**config.mk**
```make
export PLATFORM = sky130hd
export DESIGN_NAME = kart_state_tx
export DESIGN_NICKNAME = d
export VERILOG_FILES = /design/src/rtl/kart_net_pkg.sv /design/src/rtl/kart_state_tx.sv
export SDC_FILE = /design/constraint.sdc
export NUM_CORES = 1
export LEC_CHECK = 0
export ABC_AREA = 1
export BUFFER_PORTS_ARGS = -buffer_cell sky130_fd_sc_hd__buf_2
export CORE_ASPECT_RATIO = 1.5
export CORE_UTILIZATION = 50
export CTS_BUF_LIST = sky130_fd_sc_hd__clkbuf_4
export DETAILED_ROUTE_END_ITERATION = 12
export GPL_TIMING_DRIVEN = 0
export PLACE_DENSITY_LB_ADDON = 0.3
export SYNTH_ARGS = -nofsm -noshare
export SYNTH_HDL_FRONTEND = slang
export SYNTH_SLANG_ARGS = --single-unit
```
**constraint.sdc**
```tcl
create_clock -name clk -period 2.15 [get_ports clk]
set_input_delay 0.215 -clock clk [delete_from_list [all_inputs] [get_ports clk]]
set_output_delay 0.215 -clock clk [all_outputs]
set_load 0.01 [all_outputs]
```
**src/rtl/kart_net_pkg.sv**
```systemverilog
// kart_net_pkg: constants and types shared by the kart link packer and unpacker.
// Holds the packet layout (byte indices, length, header) and the TX state type.
package kart_net_pkg;

   localparam logic [7:0] HEADER_DEFAULT = 8'hA5;
   localparam int         GAP_DEFAULT    = 4;
   localparam int         PKT_LEN        = 10;

   localparam logic [3:0] IDX_HDR  = 4'd0;
   localparam logic [3:0] IDX_SEQ  = 4'd1;
   localparam logic [3:0] IDX_XH   = 4'd2;
   localparam logic [3:0] IDX_XL   = 4'd3;
   localparam logic [3:0] IDX_YH   = 4'd4;
   localparam logic [3:0] IDX_YL   = 4'd5;
   localparam logic [3:0] IDX_DH   = 4'd6;
   localparam logic [3:0] IDX_DL   = 4'd7;
   localparam logic [3:0] IDX_GAME = 4'd8;
   localparam logic [3:0] IDX_CSUM = 4'd9;

   typedef enum logic [1:0] {
      IDLE = 2'd0,
      SEND = 2'd1,
      GAP  = 2'd2
   } tx_state_t;

endpackage

```
**src/rtl/kart_state_tx.sv**
```systemverilog
// kart_state_tx: packs local player state into a 10-byte packet streamed as bytes.
// Ports: clk, btnc (sync reset), send_tick, player_x/y, player_direction,
//   game_stat, axioready in; axiov, axiod, axiol, busy out.
module kart_state_tx
   import kart_net_pkg::*;
#(
   parameter logic [7:0] HEADER     = HEADER_DEFAULT,
   parameter int         GAP_CYCLES = GAP_DEFAULT
) (
   input  logic        clk,
   input  logic        btnc,
   input  logic        send_tick,
   input  logic [10:0] player_x,
   input  logic [10:0] player_y,
   input  logic [8:0]  player_direction,
   input  logic [2:0]  game_stat,
   input  logic        axioready,
   output logic        axiov,
   output logic [7:0]  axiod,
   output logic        axiol,
   output logic        busy
);

   localparam logic [7:0] GAP_LAST = 8'(GAP_CYCLES - 1);

   tx_state_t   state;
   tx_state_t   state_nx;

   logic [3:0]  idx;
   logic [7:0]  seq;
   logic [7:0]  csum;
   logic [7:0]  gcnt;
   logic        pending;

   logic [10:0] snap_x;
   logic [10:0] snap_y;
   logic [8:0]  snap_dir;
   logic [2:0]  snap_game;

   logic [15:0] x16;
   logic [15:0] y16;
   logic [15:0] d16;
   logic [7:0]  byte_cur;

   logic        start;
   logic        last;
   logic        xfer;

   assign x16   = {5'b0, snap_x};
   assign y16   = {5'b0, snap_y};
   assign d16   = {7'b0, snap_dir};

   // A merged request waiting in pending is served like a fresh tick.
   assign start = (state == IDLE) && (send_tick || pending);
   assign last  = (idx == IDX_CSUM);
   assign xfer  = axiov && axioready;

   always_comb begin
      byte_cur = 8'h00;
      unique case (idx)
         IDX_HDR:  byte_cur = HEADER;
         IDX_SEQ:  byte_cur = seq;
         IDX_XH:   byte_cur = x16[15:8];
         IDX_XL:   byte_cur = x16[7:0];
         IDX_YH:   byte_cur = y16[15:8];
         IDX_YL:   byte_cur = y16[7:0];
         IDX_DH:   byte_cur = d16[15:8];
         IDX_DL:   byte_cur = d16[7:0];
         IDX_GAME: byte_cur = {5'b0, snap_game};
         IDX_CSUM: byte_cur = csum;
         default:  byte_cur = 8'h00;
      endcase
   end

   always_ff @(posedge clk) begin
      if (btnc) begin
         state <= IDLE;
      end else begin
         state <= state_nx;
      end
   end

   always_comb begin
      state_nx = state;
      axiov    = 1'b0;
      axiod    = 8'h00;
      axiol    = 1'b0;
      busy     = (state != IDLE);
      unique case (state)
         IDLE: begin
            if (start) state_nx = SEND;
         end
         SEND: begin
            axiov = 1'b1;
            axiod = byte_cur;
            axiol = last;
            if (axioready && last) state_nx = GAP;
         end
         GAP: begin
            if (gcnt == GAP_LAST) state_nx = IDLE;
         end
         default: state_nx = IDLE;
      endcase
   end

   always_ff @(posedge clk) begin
      if (btnc) begin
         idx       <= 4'd0;
         seq       <= 8'd0;
         csum      <= 8'd0;
         gcnt      <= 8'd0;
         pending   <= 1'b0;
         snap_x    <= 11'd0;
         snap_y    <= 11'd0;
         snap_dir  <= 9'd0;
         snap_game <= 3'd0;
      end else begin
         if (send_tick && (state != IDLE)) pending <= 1'b1;

         if (start) begin
            pending   <= 1'b0;
            idx       <= 4'd0;
            csum      <= 8'd0;
            snap_x    <= player_x;
            snap_y    <= player_y;
            snap_dir  <= player_direction;
            snap_game <= game_stat;
         end

         // Checksum accumulates each byte as it leaves, ready for byte 9.
         if (xfer) begin
            idx <= idx + 4'd1;
            if (last) begin
               seq <= seq + 8'd1;
            end else begin
               csum <= csum ^ byte_cur;
            end
         end

         if (state == GAP) begin
            gcnt <= gcnt + 8'd1;
         end else begin
            gcnt <= 8'd0;
         end
      end
   end

endmodule
```
* Word-level counts from Yosys, hierarchy flattened *
Cells that the tools add are included.

operators by class
  multiply operators = 0
  reductions and logical operators = 13
  div/mod/pow operators = 0
  bitwise gates (word level) = 2
  add/subtract/negate cells = 3
  equal/unequal tests = 15
  shift-type cells = 0
  magnitude comparators = 0
  multiplexer cells = 13

operators with widths
  operator                                                         number
  8-bit case mux with 10 select lines                              1
  8-bit two-way mux                                                4
  8-bit by 1-bit adder with 8-bit output, second input constant    2
  4-bit by 3-bit == test with 1-bit output, second input constant  4
  4-bit by 2-bit == test with 1-bit output, second input constant  2
  4-bit == test, second input constant                             2
  8-bit by 2-bit == test with 1-bit output, second input constant  1
  4-bit two-way mux                                                2
  8-bit XOR                                                        1
  2-bit two-way mux                                                3
  2-bit inequality test, second input constant                     3
  2-bit case mux with 3 select lines                               1
  4-bit by 1-bit adder with 4-bit output, second input constant    1
  4-bit by 1-bit == test with 1-bit output, second input constant  1
  1-bit logical AND                                                4
  4-bit logical NOT                                                1
  2-bit nonzero test                                               2
  2-bit OR reduction                                               2
  3-bit AND reduction                                              1
  2-bit by 1-bit == test with 1-bit output, second input constant  1
  2-bit == test, second input constant                             1
  2-bit logical NOT                                                1
  1-bit two-way mux                                                2
  2-bit AND reduction                                              1
  2 further kinds                                                  2

storage, ports and cells
  input port bits = 38
  latch bits = 0
  logic and storage cells = 56
  ROM bits = 0
  output and inout port bits = 11
  memory bits (writable) = 0
  register bits after elaboration = 65
  memories kept = 0

* Depth between registers and ports, before layout *
Gate-level depths: netlist of run 1.

  word-level depth = 5
  depth in mapped cells = 13

* Least setup slack after synthesis of run 1 *
Ideal clock, no wire load.

  path type = reg-to-output
  start point = register idx[1]
  end point = output port axiod[3]
  stages on the path, launching flop included = 10
  buffers on the path = 1
  required time = 1935 ps
  arrival = 1402 ps
  slack = 533 ps
  cell sequence = dfxtp_1 inv_1 ha_1 buf_4 inv_1 nor2_2 nand2_1 nand2_1 inv_1 a31oi_1

between the ends
  cells in the longest elaborated chain, start to end = 3
  elaborated cells between the ends (all ways) = 12
  classes of those cells = 9 x eq/ne; 2 x mux; 1 x reduce/logical

ends and longest elaborated chain
  what                                   RTL line              text
  start: declaration                     kart_state_tx.sv:29   logic [3:0] idx;
  start signal: assignment               kart_state_tx.sv:132  idx <= idx + 4'd1;
  4-bit == test (tied with other cells)  kart_state_tx.sv:60   unique case (idx)
  8-bit case mux with 10 select lines *  kart_state_tx.sv:60
  8-bit two-way mux *                    kart_state_tx.sv:89   unique case (state)
  end: declaration                       kart_state_tx.sv:19   output logic [7:0] axiod,

Mark *: on every way between the ends. The rest lies on a longest branch, timed or not.

* Worst setup path after layout of run 1 *
  start point = register idx[0]
  end point = output port axiod[4]

The elaborated chain is that of the path after synthesis.

==> results of run 1 <==
==> worst max-delay path, cell delays in order, from the launching register on <==
cell and delay (ns):
dfxtp_4 0.41, ha_4 0.19, buf_4 0.12, nand2_2 0.09, inv_2 0.11, nand2_1 0.09, o21ai_2 0.10, inv_1 0.08
a31oi_1 0.16, buf_2 0.15
==> per-stage QoR <==
stage / instance area (µm²) / worst slack, ns / hold WS (ns) / setup TNS, ns
2_1_floorplan: 3298 / 0.5327 / 0.2845 / 0
3_3_place_gp: 3631 / 0.2437 / 0.4322 / 0
3_5_place_dp: 3631 / 0.1722 / 0.4454 / 0
4_1_cts: 3846 / 0.002442 / 0.008871 / 0
5_1_grt: 4094 / -0.07222 / 0.01198 / -0.2899
6_report: 4094 / 0.006690 / 0.01077 / 0
==> sequential cells by signal, indices dropped and copies added, names as in the netlist <==
register	flops
gcnt	8
seq	8
snap_dir	9
snap_x	11
snap_y	11
pending	1
idx	4
csum	8
state	2
snap_game	3
==> power breakdown <==
part / total, mW / switching (mW) / internal [mW]
logic: 0.369 / 0.233 / 0.136
registers: 1.32 / 0.0434 / 1.28
clock network: 0.890 / 0.422 / 0.468
==> repair_timing <==
action,in CTS,in global routing
setup buffers,1,13
pin swaps,2,24
hold buffers,0,0
resized for setup,16,40
endpoints found under the setup margin,8,8
cloned,0,1
==> layout make-up <==
cell class	instances	area, µm²
Fill cell	537	2168
Multi-Input combinational cell	336	1818
Sequential cell	65	1310
Timing Repair Buffer	63	377.9
Inverter	64	250.2
Buffer	16	98.84
Tap cell	74	92.59
Clock buffer	10	75.07
Clock inverter	5	71.32
==> synthesized netlist by cell type, drive strengths merged, types with 6 or more instances <==
cell type  instances  area share [%]
a21oi             37             5.7
buf                9             2.0
dfxtp             65              39
clkbuf             7            0.80
nor2              85              11
nand3             34             6.0
nand4             11             2.1
inv               63             7.2
ha                 6             2.3
nand2             91              11
nor3               6             1.1
o21ai             53             8.2
==> cells in the final DEF (no fill, tap or decap), types with 6 or more instances in the layout <==
| cell | netlist | routed |
|---|---|---|
| nor2_4 | 5 | 9 |
| nor2_2 | 9 | 6 |
| inv_2 | 9 | 12 |
| buf_4 | 1 | 12 |
| a21oi_1 | 36 | 33 |
| nand2_1 | 86 | 75 |
| nor2_1 | 71 | 70 |
| inv_1 | 54 | 47 |
| buf_2 | 4 | 52 |
| dfxtp_1 | 65 | 62 |
| clkbuf_4 | 0 | 10 |
| o21ai_0 | 47 | 47 |
| nand3_1 | 30 | 28 |
| clkbuf_1 | 7 | 7 |
| nand4_1 | 11 | 11 |
| nand2_2 | 5 | 13 |
==> cells by family after synthesis <==
kind of cell    Yosys count
buf+inv                  80
fa+ha+maj                 6
flops                    65
simple gates            231
compound gates           99
==> routing by layer <==
layer  routed length [µm]  share of wire [%]  vias up
met5                    0                  0        -
met4                  400                4.3        0
met3                  502                5.4       28
met2                 4764                 52      123
met1                 3543                 38     1589
li1                     -                  -     1700
==> worst max-delay path by stage <==
stage          startpoint        to  slack (ns)  depth (start not counted)
6_report           idx[0]  axiod[4]       0.007                          9
5_1_grt            idx[1]  axiod[0]       -0.07                         11
4_1_cts            idx[0]  axiod[0]       0.002                          9
3_5_place_dp       idx[0]  axiod[3]        0.17                          8
3_3_place_gp       idx[0]  axiod[3]        0.24                          8
2_1_floorplan      idx[1]  axiod[3]        0.53                          9
==> flow_summary.json, run 1 <==
{
  "drtPass1Iterations": 5,
  "synth_cell_types": 34,
  "htreeDepth": 3,
  "drv_cap": 0,
  "min_to": "snap_x[4]",
  "drv_slew": 0,
  "path_clk_slew_ns": 0.11,
  "reg2reg_slack_ns": 0.37,
  "r2r_start": "state[1]",
  "drc": 0,
  "outcome": "finished, final reports clean",
  "n_antenna_cell": 0,
  "grt_usage_pct": 27.32,
  "viasPerCell": 5.434,
  "portBuffers": 48,
  "vdd_ir_drop_max_mv": 0.3902,
  "min_from": "player_x[4]",
  "die-width_um": 68.32,
  "coreArea_um2": 6262,
  "drive_gt1_share_pct": 27.73,
  "dieArea_um2": 6932,
  "synth-main-ff-cell": "dfxtp_1",
  "rr_endpoint": "snap_x[6]",
  "grt_max_degree": 11,
  "fmax_mhz": 466.6,
  "syn_nets": 525,
  "grt_pass1_vias": 3224,
  "vias": 3440,
  "synth_compound_area_share_pct": 15.90,
  "hold_violations": 0,
  "power_mw": 2.581,
  "start_util_pct": 52.67,
  "place_congestion": 0.9201,
  "syn2layout_area_growth_pct": 24.13,
  "whs_path_depth": 3,
  "dp_hpwl_um": 6594,
  "grt_pass1_wl_um": 13950,
  "syn_avg_cell_area_um2": 6.857,
  "synth-edff-count": 0,
  "slew_headroom_pct": 58.94,
  "ys_warn_count": 0,
  "gr-usage-met1_pct": 28.46,
  "synth_mux_area_share_pct": 0,
  "yosys.area_share.xor_xnor_pct": 0,
  "synthAdderAreaFrac_pct": 2.276,
  "min_period_ns": 2.143,
  "final_core_util_pct": 65.37,
  "antenna_found_initial": 0,
  "grt_setup_unrepaired": "yes",
  "synthSimpleGateAreaFrac_pct": 32.32,
  "reg2regPathDepth": 7,
  "arrival_ns": 1.93,
  "path_class": "reg -> out",
  "chipHeight_um": 101.5,
  "routed_wl_um": 9212,
  "clock_sinks": 65,
  "netlist_instances": 481,
  "power_leakage_nw": 1.776,
  "fin_nets": 599,
  "placedCellCount": 603,
  "path_max_fanout": 6,
  "max_slew.worst_pin.slew_ns": 0.6159,
  "routedWlPerCell_um": 14.55,
  "globalRoute.busiestLayer": "met2",
  "netlist_area_um2": 3298,
  "setup_viol": 0,
  "cts_made_buffers": 9,
  "overflow": 0,
  "final_cells": 633,
  "critPathCaptureType": "output port",
  "required_ns": 1.93,
  "cts_root_buf": "clkbuf_4",
  "synth_top_family_by_area": "simple AND/OR/NAND/NOR gates",
  "cts_buffer_depth": 2,
  "drt_first_iter_violations": 217,
  "use_met3_pct": 5.068,
  "period_share_pct": 99.69,
  "async_reset_ff_share_pct": 0,
  "met2_usage_pct": 48.57,
  "synth.yosys.seq_area_share_pct": 39.45,
  "fin_skew_ns": 0.01475,
  "postRouteAntennaNets": 0,
  "cts_tree": "yes",
  "hold_path.class": "in -> reg",
  "power_density_nw_per_um2": 630.5,
  "clock_latency_ns": 0.42,
  "num_rows": 35,
  "start_kind": "flop",
  "synth_seq_cells": 65,
  "boundaryPins": 49
}
Power figures use the tool's default switching activity.
==> run 2: changes to the inputs <==
- SETUP_SLACK_MARGIN: not set -> 0.1
==> flow_summary.json, run 2 (synthesis gave the netlist of run 1 again) <==
{
  "max_slew.worst_pin.slew_ns": 0.6167,
  "antenna_found_initial": 0,
  "overflow": 0,
  "num_rows": 35,
  "hold_path.class": "in -> reg",
  "multi_input_area_um2": 1833,
  "viasPerCell": 5.486,
  "syn2layout_area_growth_pct": 24.13,
  "arrival_ns": 1.91,
  "seqPwrFrac_pct": 51.3,
  "hold_violations": 0,
  "switching_power_mw": 0.6999,
  "min_period_ns": 2.124,
  "n_antenna_cell": 0,
  "cts_root_buf": "clkbuf_4",
  "dp_hpwl_um": 6594,
  "die-width_um": 68.32,
  "htreeDepth": 3,
  "min_from": "player_x[4]",
  "cts_made_buffers": 9,
  "drt_first_iter_violations": 223,
  "cts_tree": "yes",
  "drv_cap": 0,
  "grt_max_degree": 11,
  "pwr-share-comb_pct": 14.3,
  "layout_common_cells": "nand2_1 (75), nor2_1 (70), dfxtp_1 (62), buf_2 (52), o21ai_0 (47)",
  "coreArea_um2": 6262,
  "routedWlPerCell_um": 14.73,
  "tns_ns": 0,
  "reg2regPathDepth": 7,
  "boundaryPins": 49,
  "period_share_pct": 98.80,
  "power_mw": 2.580,
  "grt_usage_pct": 28.07,
  "cts_hold_buf": 0,
  "ff_latch_area_um2": 1310,
  "critPathMaxStageDelay_ns": 0.41,
  "vdd_ir_drop_max_mv": 0.3902,
  "routed_wl_um": 9340,
  "sw_frac_of_total_pct": 27.13,
  "path_class": "reg -> out",
  "dp_slack_ns": 0.1722,
  "portBuffers": 48,
  "whs_path_depth": 3,
  "fin_nets": 600,
  "drv_slew": 0,
  "rr_endpoint": "snap_x[8]",
  "drc": 0,
  "clock_latency_ns": 0.42,
  "path_max_fanout": 5,
  "critPathCaptureType": "output port",
  "start_kind": "flop",
  "final_cells": 634,
  "vias": 3478,
  "drive_gt1_share_pct": 28.39,
  "power_density_nw_per_um2": 630.1,
  "pwr-share-clk_pct": 34.4,
  "fmax_mhz": 470.8,
  "dieArea_um2": 6932,
  "place_congestion": 0.9201,
  "reg_top3": "snap_x: 11 flops, snap_y: 11 flops, snap_dir: 9 flops",
  "layout_commonest_cell": "nand2_1",
  "grt_pass1_vias": 3299,
  "chipHeight_um": 101.5,
  "cts_buffer_depth": 2,
  "internal-power_mw": 1.880,
  "crit_chain": "ha_4, nand2_4, nor2_4, buf_4, nand2_1, o21ai_2, nor2_2, a21oi_1, buf_2",
  "grt_setup_unrepaired": "yes",
  "critical-path-slowest-cell": "dfxtp_4",
  "path_clk_slew_ns": 0.11,
  "layout_setup_ws_ns": 0.02583,
  "fin_skew_ns": 0.01470,
  "required_ns": 1.93,
  "postRouteAntennaNets": 0,
  "setup_viol": 0,
  "power_leakage_nw": 1.760,
  "min_to": "snap_x[4]",
  "fill_cells": 540,
  "placedCellCount": 603,
  "drtPass1Iterations": 5,
  "grt_pass1_wl_um": 14350,
  "clock_sinks": 65,
  "r2r_start": "state[1]",
  "start_util_pct": 52.67,
  "outcome": "finished, final reports clean",
  "slew_headroom_pct": 58.89,
  "reg2reg_slack_ns": 0.41
}
## run 2: cell types whose count changed in the layout (fill, tap and decap cells not counted), sizes merged
| cell | previous run | this run |
|---|---|---|
| inv | 63 | 62 |
| clkinv | 4 | 5 |
| buf | 71 | 73 |
| clkbuf | 18 | 17 |
## run 2: through the flow
stage	cell area (µm²)	hold slack (ns)	utilization, %
after detailed placement	3631	0.4454	57.98
final	4094	0.01168	65.37
after global placement	3631	0.4322	57.98
after global routing	4094	0.003795	65.37
after floorplan	3298	0.2845	-
after CTS	3985	0.008887	63.64
## run 2: worst max-delay path, delay by kind of cell, from the launching register on
kind,cells,cell delay [ns]
adder cells (fa/ha/maj),1,0.17
AO/OA/AOI/OAI,2,0.27
AND/OR/NAND/NOR,4,0.34
buffers and inverters,2,0.31
flip-flops,1,0.41
## run 2: area by class of cell
type | instances | share of cell area [%]
clock buffer | 10 | 1.834
clock inverter | 5 | 1.742
multi-input combinational | 336 | 44.77
tap | 74 | 2.262
sequential | 65 | 32.00
timing repair buffer | 64 | 8.894
buffer | 16 | 2.323
inverter | 64 | 6.174
## run 2: per-layer routing
metal  wire length (µm)  GRT usage, %  vias up  share of wire (%)
li1                   -             -     1704                  -
met1               3635         29.44     1626                 39
met2               4845         49.92      121                 52
met3                472         6.194       27                5.1
met4                387         15.38        0                4.1
met5                  0             0        -                  0
## run 2: worst max path at each step
stage / startpoint / end / slack, ns / cells after the start
2_1_floorplan: idx[1] / axiod[3] / 0.53 / 9
3_3_place_gp: idx[0] / axiod[3] / 0.24 / 8
3_5_place_dp: idx[0] / axiod[3] / 0.17 / 8
4_1_cts: idx[1] / axiod[0] / 0.07 / 11
5_1_grt: idx[0] / axiod[3] / -0.07 / 9
6_report: idx[0] / axiod[1] / 0.03 / 9
## run 2: power groups by stage
stage                     registers [mW]  clock network (mW)  logic (mW)
final                               1.32               0.889       0.369
after global routing                1.33               0.959       0.409
after CTS                           1.32               0.900       0.346
after detailed placement            1.35                   0       0.323
after global placement              1.35                   0       0.315
after floorplan                     1.33                   0       0.212
## run 2: repair_timing
item / 4_1_cts / 5_1_grt
pin swaps: 21 / 19
endpoints found under the hold margin: 0 / 0
gates resized for setup: 37 / 21
gates cloned: 1 / 0
buffers inserted: 10 / 6
setup endpoints to repair: 8 / 8
